[config.mk]
export PLATFORM = sky130hd
export DESIGN_NAME = fpu_round_pack
export DESIGN_NICKNAME = d
export VERILOG_FILES = /design/src/rtl/fpu_round_pack.sv
export SDC_FILE = /design/constraint.sdc
export NUM_CORES = 1
export LEC_CHECK = 0
export ABC_AREA = 1
export CORE_MARGIN = 1.5
export CORE_UTILIZATION = 39
export CTS_BUF_LIST = sky130_fd_sc_hd__clkbuf_8
export CTS_CLUSTER_SIZE = 24
export DETAILED_ROUTE_END_ITERATION = 10
export PLACE_DENSITY = 0.61
export SYNTH_ARGS = -nofsm -noshare
export SYNTH_HDL_FRONTEND = slang
export SYNTH_SLANG_ARGS = --single-unit
[constraint.sdc]
create_clock -name clk -period 5.25 [get_ports clk]
set_input_delay 1.05 -clock clk [delete_from_list [all_inputs] [get_ports clk]]
set_output_delay 1.05 -clock clk [all_outputs]
set_load 0.01 [all_outputs]
[src/rtl/fpu_round_pack.sv]
// fpu_round_pack: normalizes, rounds to nearest even and packs an unpacked single-precision result.
module fpu_round_pack (
  input  logic        clk,
  input  logic        rst,
  input  logic        in_valid,
  output logic        in_ready,
  input  logic        in_sign,
  input  logic [8:0]  in_exp,
  input  logic [26:0] in_mantissa,
  output logic        out_valid,
  input  logic        out_ready,
  output logic [31:0] out_result,
  output logic        out_overflow,
  output logic        out_underflow,
  output logic        out_inexact
);
  typedef enum logic [1:0] {IDLE, NORM, ROUND, DONE} state_t;
  state_t state, state_nxt;
  logic        sign_r;
  logic [9:0]  exp_r;
  logic [26:0] mant_r;
  logic        norm_done, inc, rzero, rovf, rhid, rinx;
  logic [24:0] rsum;
  logic [9:0]  rexp;
  logic [31:0] res;
  always_ff @(posedge clk)
    if (rst) state <= IDLE;
    else state <= state_nxt;
  always_comb begin
    state_nxt = state;
    case (state)
      IDLE:    state_nxt = in_valid ? NORM : IDLE;
      NORM:    state_nxt = norm_done ? ROUND : NORM;
      ROUND:   state_nxt = DONE;
      default: state_nxt = out_ready ? IDLE : DONE;
    endcase
  end
  always_comb begin
    in_ready  = state == IDLE;
    out_valid = state == DONE;
  end
  assign norm_done = mant_r[26] | ~|mant_r | mant_r[25] | (exp_r == 10'd1);
  // Hidden bit joins the 24-bit add so a carry out of the fraction lands in rsum[24].
  assign inc   = mant_r[1] & (mant_r[0] | mant_r[2]);
  assign rsum  = {1'b0, mant_r[25:2]} + 25'(inc);
  assign rexp  = exp_r + 10'(rsum[24]);
  assign rinx  = mant_r[1] | mant_r[0];
  assign rzero = ~|mant_r;
  assign rovf  = !rzero && rexp >= 10'd255;
  assign rhid  = rsum[24] | rsum[23];
  assign res   = rzero ? {sign_r, 31'h0} :
                 rovf  ? {sign_r, 8'hFF, 23'h0} :
                         {sign_r, rhid ? rexp[7:0] : 8'h00, rsum[22:0]};
  always_ff @(posedge clk)
    if (rst) begin
      sign_r        <= 1'b0;
      exp_r         <= '0;
      mant_r        <= '0;
      out_result    <= '0;
      out_overflow  <= 1'b0;
      out_underflow <= 1'b0;
      out_inexact   <= 1'b0;
    end else if (state == IDLE && in_valid) begin
      sign_r <= in_sign;
      exp_r  <= {1'b0, in_exp == 9'd0 ? 9'd1 : in_exp};
      mant_r <= in_mantissa;
    end else if (state == NORM && mant_r[26]) begin
      mant_r <= {1'b0, mant_r[26:3], mant_r[2], |mant_r[1:0]};
      exp_r  <= exp_r + 10'd1;
    end else if (state == NORM && !norm_done) begin
      mant_r <= {mant_r[25:0], 1'b0};
      exp_r  <= exp_r - 10'd1;
    end else if (state == ROUND) begin
      out_result    <= res;
      out_overflow  <= rovf;
      out_underflow <= !rzero && !rovf && !rhid && rinx;
      out_inexact   <= !rzero && (rovf || rinx);
    end
endmodule
==> results of run 1 <==
power by group through the flow:
stage | logic, mW | clock network (mW) | registers (mW)
after global placement | 1.35 | 0 | 0.965
after CTS | 1.37 | 0.447 | 0.954
after floorplan | 1.07 | 0 | 0.876
after global routing | 1.56 | 0.471 | 0.989
final | 1.37 | 0.438 | 0.960
after detailed placement | 1.36 | 0 | 0.966
metal layers:
metal	wire length [um]	track usage (%)	vias up
li1	-	-	2692
met1	6678	29.77	2427
met2	7027	39.80	142
met3	743	3.479	20
met4	287	9.630	0
met5	0	0	-
worst max path at each step:
stage,endpoint
after floorplan,out_result[16]
after global placement,out_result[16]
after detailed placement,out_result[16]
after CTS,out_result[16]
after global routing,out_result[2]
final,out_result[16]
cell type report:
type	instances	area share, %
clock buffers	11	2.566
clock inverters	5	0.6361
inverters	69	4.389
multi-input cells	635	49.83
flip-flops and latches	75	25.45
well taps	168	3.562
repair buffers	81	13.57
worst max-delay path: stages (launching register included):
cell     delay (ns)
dfxtp_1        0.40
nand2_1        0.15
inv_1          0.08
ha_1           0.23
nand2_1        0.11
nor3_2         0.20
nand2_1        0.12
nor2_1         0.20
nand3_1        0.12
nor3_1         0.23
ha_1           0.26
ha_1           0.22
nand3_1        0.13
nor2_1         0.16
nand2_1        0.07
nand2_1        0.09
nor2_1         0.06
nand2_1        0.08
nand2_2        0.09
nor2_4         0.39
nand2_1        0.11
a21oi_1        0.15
synthesized netlist by cell type (2+ instances only):
cell type    n
o21ai_0     92
a21oi_1     47
buf_4        3
nor2_2       4
nand2_1    270
clkbuf_1    23
nor2_1     116
ha_1         6
nand2_2      2
dfxtp_1     75
buf_2        5
xor2_1      28
nand4_1      7
nand3_1     38
buf_6        5
or2_2        5
inv_1       65
nor3_1       8
nor2_4       2
inv_2        3
nand3_2      2
registers in the layout, indices dropped and copies added, names as in the netlist:
register       cells
mant_r            27
out_overflow       1
out_result        32
out_underflow      1
exp_r             10
sign_r             1
out_inexact        1
state              2
kinds of logic after synthesis:
family	count (synthesis)	synth area share, %
xor gates and xnor gates	28	5.010
AOI/OAI and AO/OA	142	14.67
adders and majority gates	6	1.534
DFF	75	30.67
and+or+nand+nor	459	38.85
buffers and inverters	106	9.253
metrics by stage:
step | hold WS [ns] | worst slack (ns)
global route | 0.4902 | 0.9365
global placement | 0.4535 | 1.748
floorplan | 0.4557 | 2.272
finish | 0.4646 | 1.493
detailed placement | 0.4549 | 1.512
CTS | 0.4685 | 1.495
==> results by group, run 1 <==
Clock network
  • CTS H-Tree Depth: 3
  • Hold Buf Count CTS: 0
  • CTS tree: done
  • Clock Path Buffers: 2
  • Clk sink count: between 70 and 80
  • Clock insertion delay at the later pin of the skew report: 0.38 ns
  • Post-CTS setup buffer count: 0
  • Root Driver: clkbuf_8
  • Clk slew on worst S/H paths: 0.08 ns
  • Post-CTS Resized: 0
  • Num CTS Buffers: 9

Finish
  • FF+latch area: 0.001501 mm^2
  • Cell area after layout: 0.005901 mm^2
  • Antenna cells: 0
  • Final core utilization: between 40% and 50%
  • Multi-input gate area: 0.002940 mm^2
  • Fillers: around 1400
  • Layout area overhead: 20.55%
  • Most frequent cells in the layout: nand2_1 (270), nor2_1 (116), o21ai_0 (92), clkdlybuf4s50_1 (77), dfxtp_1 (75)
  • Commonest non-fill, non-tap cell in the layout: nand2_1
  • Layout cells sized above 1: 4.909%
  • Finished Layout Cells: 1044
  • Net count, final: 918

Flow run
  • Max_cap viols: 0

Pwr
  • Internal power: around 1.4 mW
  • P_leak: 2.480 nW
  • Sw Ratio: 49.35%
  • Switching power: 1.364 mW
  • Peak supply drop: roughly 0.21 mV
  • Seq pwr share: 34.7%
  • Power after layout: 2.764 mW
  • Gate power share: about 50%
  • P per Cell Area: ~470 mW/mm^2
  • Clock power frac: 15.8%

STA
  • Setup TNS: 0 ns
  • Slew Limit Fails: 0
  • Measured slew at the worst slew-check pin: 1.186 ns
  • Tcrit/Tclk final: 71.55%
  • RSZ-0062 raised after global routing: no
  • Minimum clock period after layout: approximately 3.8 ns
  • Slew headroom: roughly 21%
  • Skew final: roughly 0.0091 ns
  • Max frequency: roughly 270 MHz
  • # setup viols final: 0
  • Final Hold Fails: 0

Routing
  • DRC: 0
  • Routed WL: 14740 um
  • Drt pass-1 iters: 5
  • Via-to-Cell Ratio: 5.058
  • Vias: 5281
  • Routed Antenna Nets: 0
  • First-iteration detailed-routing DRC count: about 270
  • Wire per inst: 14.12 um

Yosys
  • Post-synth EDFFs: 0
  • Top_reg_cell synth: dfxtp_1
  • Largest cells by area after synthesis: dfxtp_1 (31%), nand2_1 (21%), o21ai_0 (9.4%)
  • Post-synth top area share: 30.67%
  • Number of unique standard cell types used by synthesis: 31
  • Yosys reg bits: 75
  • Avg Cell Area, Syn: 5.998 um^2
  • Post-synth ARST share: 0%
  • Cell accounting for the most synthesized area: dfxtp_1
  • Sequential area share after synthesis: 30.67%
  • Net count after synthesis: 863
  • Mapped Area: between 0.004 and 0.005 mm^2
  • Synth Warn #: 0
  • Syn Inst Count: ~820

Critical path
  • FF-to-FF End: out_result[16]
  • Reg2reg setup slack: 1.49 ns
  • Crit path from: mant_r[1]
  • Reg2Reg Depth: 21
  • Worst setup SP type: register
  • Worst setup EP type: register
  • WS Path Type: register to register
  • CP Data Required Time: 5.56 ns
  • Worst reg2reg path startpoint: mant_r[1]
  • Crit path max fanout: 23
  • Data arrival, critical path: 4.06 ns

Worst hold path
  • Worst Hold End: out_result[26]
  • Hold Path Class: register to register
  • Hold-critical path depth: 2
  • Worst hold start: out_result[26]

Outcome
  • Outcome: finished, final reports clean

Place
  • Post-DP Area: 0.005712 mm^2
  • Dpl hpwl: 10800 um
  • I/O Buffers: just under 80
  • # placed instances: between 1000 and 1500
  • Final Wtd Congestion: 0.9094

Global routing
  • Global Route Usage Sum: 23.42%
  • Global-route wire length before repair: 24390 um
  • Vias in the first global route: 5019
  • Antenna violations before repair: 0
  • Grt ovf: 0
  • Largest net degree at the start of global routing: 46

Die
  • Die Area: 0.01323 mm^2
  • Die height: 115.0 um
  • Core ar.: 0.01211 mm^2
  • Die span in x: 115.0 um
  • Initial core utilization: 40.41%
  • I/O pins: 78
  • Row count: 40
No activity file was read; power rests on OpenSTA's default activity.
==> run 2: changes to the inputs <==
- clock period: 5.25 -> 3.75 ns (I/O delays scaled with it)
==> results by group, run 2 (synthesis gave the netlist of run 1 again) <==
Routing
  • Via-to-Cell Ratio: 4.989 (-1.4%)
  • Wire per inst: 14.34 um (+1.6%)
  • First-iteration detailed-routing DRC count: 293 (+8.1%)
  • Routed WL: 15020 um (+1.9%)
  • DRC: 0 (unchanged)
  • Drt pass-1 iters: 5 (unchanged)
  • Vias: 5223 (-1.1%)
  • Routed Antenna Nets: 0 (unchanged)

Critical path
  • Worst setup EP type: register
  • Data arrival, critical path: 3.73 ns (-0.33 ns)
  • Crit path max fanout: 23 (unchanged)
  • Worst setup SP type: register
  • CP Data Required Time: 4.06 ns (-1.50 ns)
  • WS Path Type: register to register

Finish
  • Final core utilization: 49.33% (+0.61 points)
  • Largest registers in the final layout: out_result: 32 flops, mant_r: 27 flops, exp_r: 10 flops
  • Commonest non-fill, non-tap cell in the layout: nand2_1
  • Most frequent cells in the layout: nand2_1 (269), nor2_1 (114), o21ai_0 (92), clkdlybuf4s50_1 (77), dfxtp_1 (74)
  • Number of flip-flops in the largest register: 32 (unchanged)
  • Net count, final: 922 (+0.44%)
  • Antenna cells: 0 (unchanged)
  • Layout cells sized above 1: 6.030% (+1.1 points)
  • Layout area overhead: 22.06%
  • Largest Register: out_result

Clock network
  • Hold Buf Count CTS: 0 (unchanged)
  • Clk sink count: 75 (unchanged)
  • Clock Path Buffers: 2 (unchanged)
  • CTS H-Tree Depth: 3 (unchanged)
  • Root Driver: clkbuf_8
  • Clk slew on worst S/H paths: 0.08 ns (about the same)
  • CTS tree: done
  • Num CTS Buffers: 9 (unchanged)
  • Clock insertion delay at the later pin of the skew report: 0.38 ns (about the same)

STA
  • Max frequency: 292.4 MHz (+9.8%)
  • Skew final: 0.006713 ns (-0.002425 ns)
  • Tcrit/Tclk final: 91.21% (+20 points)
  • Slew headroom: 31.25% (+11 points)
  • Minimum clock period after layout: 3.420 ns (-0.3363 ns)
  • Measured slew at the worst slew-check pin: 1.025 ns (-0.1616 ns)
  • Slew Limit Fails: 0 (unchanged)
  • Final Hold Fails: 0 (unchanged)
  • # setup viols final: 0 (unchanged)

Pwr
  • P_leak: 2.515 nW (+1.4%)
  • Switching power: 1.915 mW (+40%)
  • Power after layout: 3.939 mW (+42%)
  • Sw Ratio: 48.63% (-0.72 points)
  • Clock power frac: 16.4% (+0.6 points)
  • Internal power: 2.023 mW (+44%)
  • P per Cell Area: 659.2 mW/mm^2 (+41%)
  • Peak supply drop: 0.3521 mV (+64%)
  • Gate power share: 49.4% (about the same)
  • Seq pwr share: 34.1% (-0.6 points)

Die
  • Initial core utilization: 40.41% (unchanged)
  • Die span in x: 115.0 um (unchanged)
  • Row count: 40 (unchanged)
  • Core ar.: 0.01211 mm^2 (unchanged)
  • Die Area: 0.01323 mm^2 (unchanged)
  • I/O pins: 78 (unchanged)
  • Die height: 115.0 um (unchanged)

Global routing
  • Antenna violations before repair: 0 (unchanged)
  • Vias in the first global route: 5057 (+0.76%)
  • Global Route Usage Sum: 24.14% (+0.72 points)
  • Grt ovf: 0 (unchanged)
  • Largest net degree at the start of global routing: 45 (-2.2%)
  • Global-route wire length before repair: 25070 um (+2.8%)

Place
  • I/O Buffers: 77 (unchanged)
  • Final Wtd Congestion: 0.9106 (+0.13%)
  • Dpl hpwl: 11000 um (+1.9%)

Worst hold path
  • Hold Path Class: register to register

Outcome
  • Outcome: finished, final reports clean

Flow run
  • Max_cap viols: 0 (unchanged)
[run 2: changes by cell type in the layout (fill, tap and decap cells not counted), sizes merged]
| cell | previous run | this run |
|---|---|---|
| inv | 68 | 69 |
| buf | 4 | 8 |
| clkbuf | 11 | 10 |
| clkinvlp | 2 | 1 |
| clkinv | 4 | 3 |
| bufinv | 0 | 1 |
[run 2: area by class of cell]
| type | count | area [um^2] |
|---|---|---|
| inverter | 69 | 259.0 |
| multi-input combinational | 635 | 2972 |
| fill | 1329 | 6137 |
| clock inverter | 5 | 55.05 |
| timing repair buffer | 85 | 838.3 |
| tap | 168 | 210.2 |
| sequential | 75 | 1503 |
| clock buffer | 10 | 137.6 |
[run 2: worst paths after layout]
kind,endpoint,slack (ns),depth (start not counted),startpoint
worst min register to register,out_result[20],0.47,2,out_result[20]
worst max-delay path,out_result[4],0.33,22,mant_r[2]
worst max register to register,out_result[4],0.33,22,mant_r[2]
worst min-delay path,out_result[20],0.47,2,out_result[20]
[run 2: metrics by stage]
step           setup TNS (ns)  cell area (um^2)  std cells  hold WS [ns]  setup slack, ns
3_3_place_gp                0              5742       1032        0.4540           0.4111
6_report                    0              5974       1047        0.4654           0.3297
2_1_floorplan               0              4895        816        0.4557           0.7715
3_5_place_dp                0              5742       1032        0.4561          0.06654
5_1_grt              -0.09203              5974       1047        0.4901         -0.02641
4_1_cts                     0              5934       1047        0.4685          0.02179
[run 2: worst max-delay path, cell delays in order, from the launching register on]
cell and delay [ns]:
dfxtp_1 0.36, nand2_1 0.15, inv_1 0.09, ha_2 0.22
nand2_1 0.11, nor3_4 0.20, nand2_2 0.11, nor2_4 0.12
nand3_1 0.11, nor3_2 0.24, ha_2 0.25, ha_2 0.21
nand3_1 0.14, inv_1 0.13, nand2_1 0.06, nand2_1 0.07
nand2_1 0.05, nor2_1 0.12, nand2_2 0.11, nor2_4 0.10
buf_8 0.18, nand2_1 0.09, a21oi_1 0.12
[run 2: routing by layer]
layer	track usage (%)	routed length [um]	vias up
met5	0	0	-
met4	7.654	276	0
met3	4.850	607	21
met2	40.67	7168	113
met1	31.11	6966	2389
li1	-	-	2700
[run 2: power by group through the flow]
stage / Combinational, mW / Sequential, mW / Clock [mW]
finish: 1.95 / 1.34 / 0.648
global route: 2.23 / 1.39 / 0.701
CTS: 1.94 / 1.34 / 0.656
detailed placement: 1.93 / 1.36 / 0
global placement: 1.92 / 1.35 / 0
floorplan: 1.50 / 1.23 / 0
[run 2: what timing repair did]
item	in CTS	in global routing
setup endpoints to repair	0	34
gates resized for setup	0	12
buffers inserted	0	0
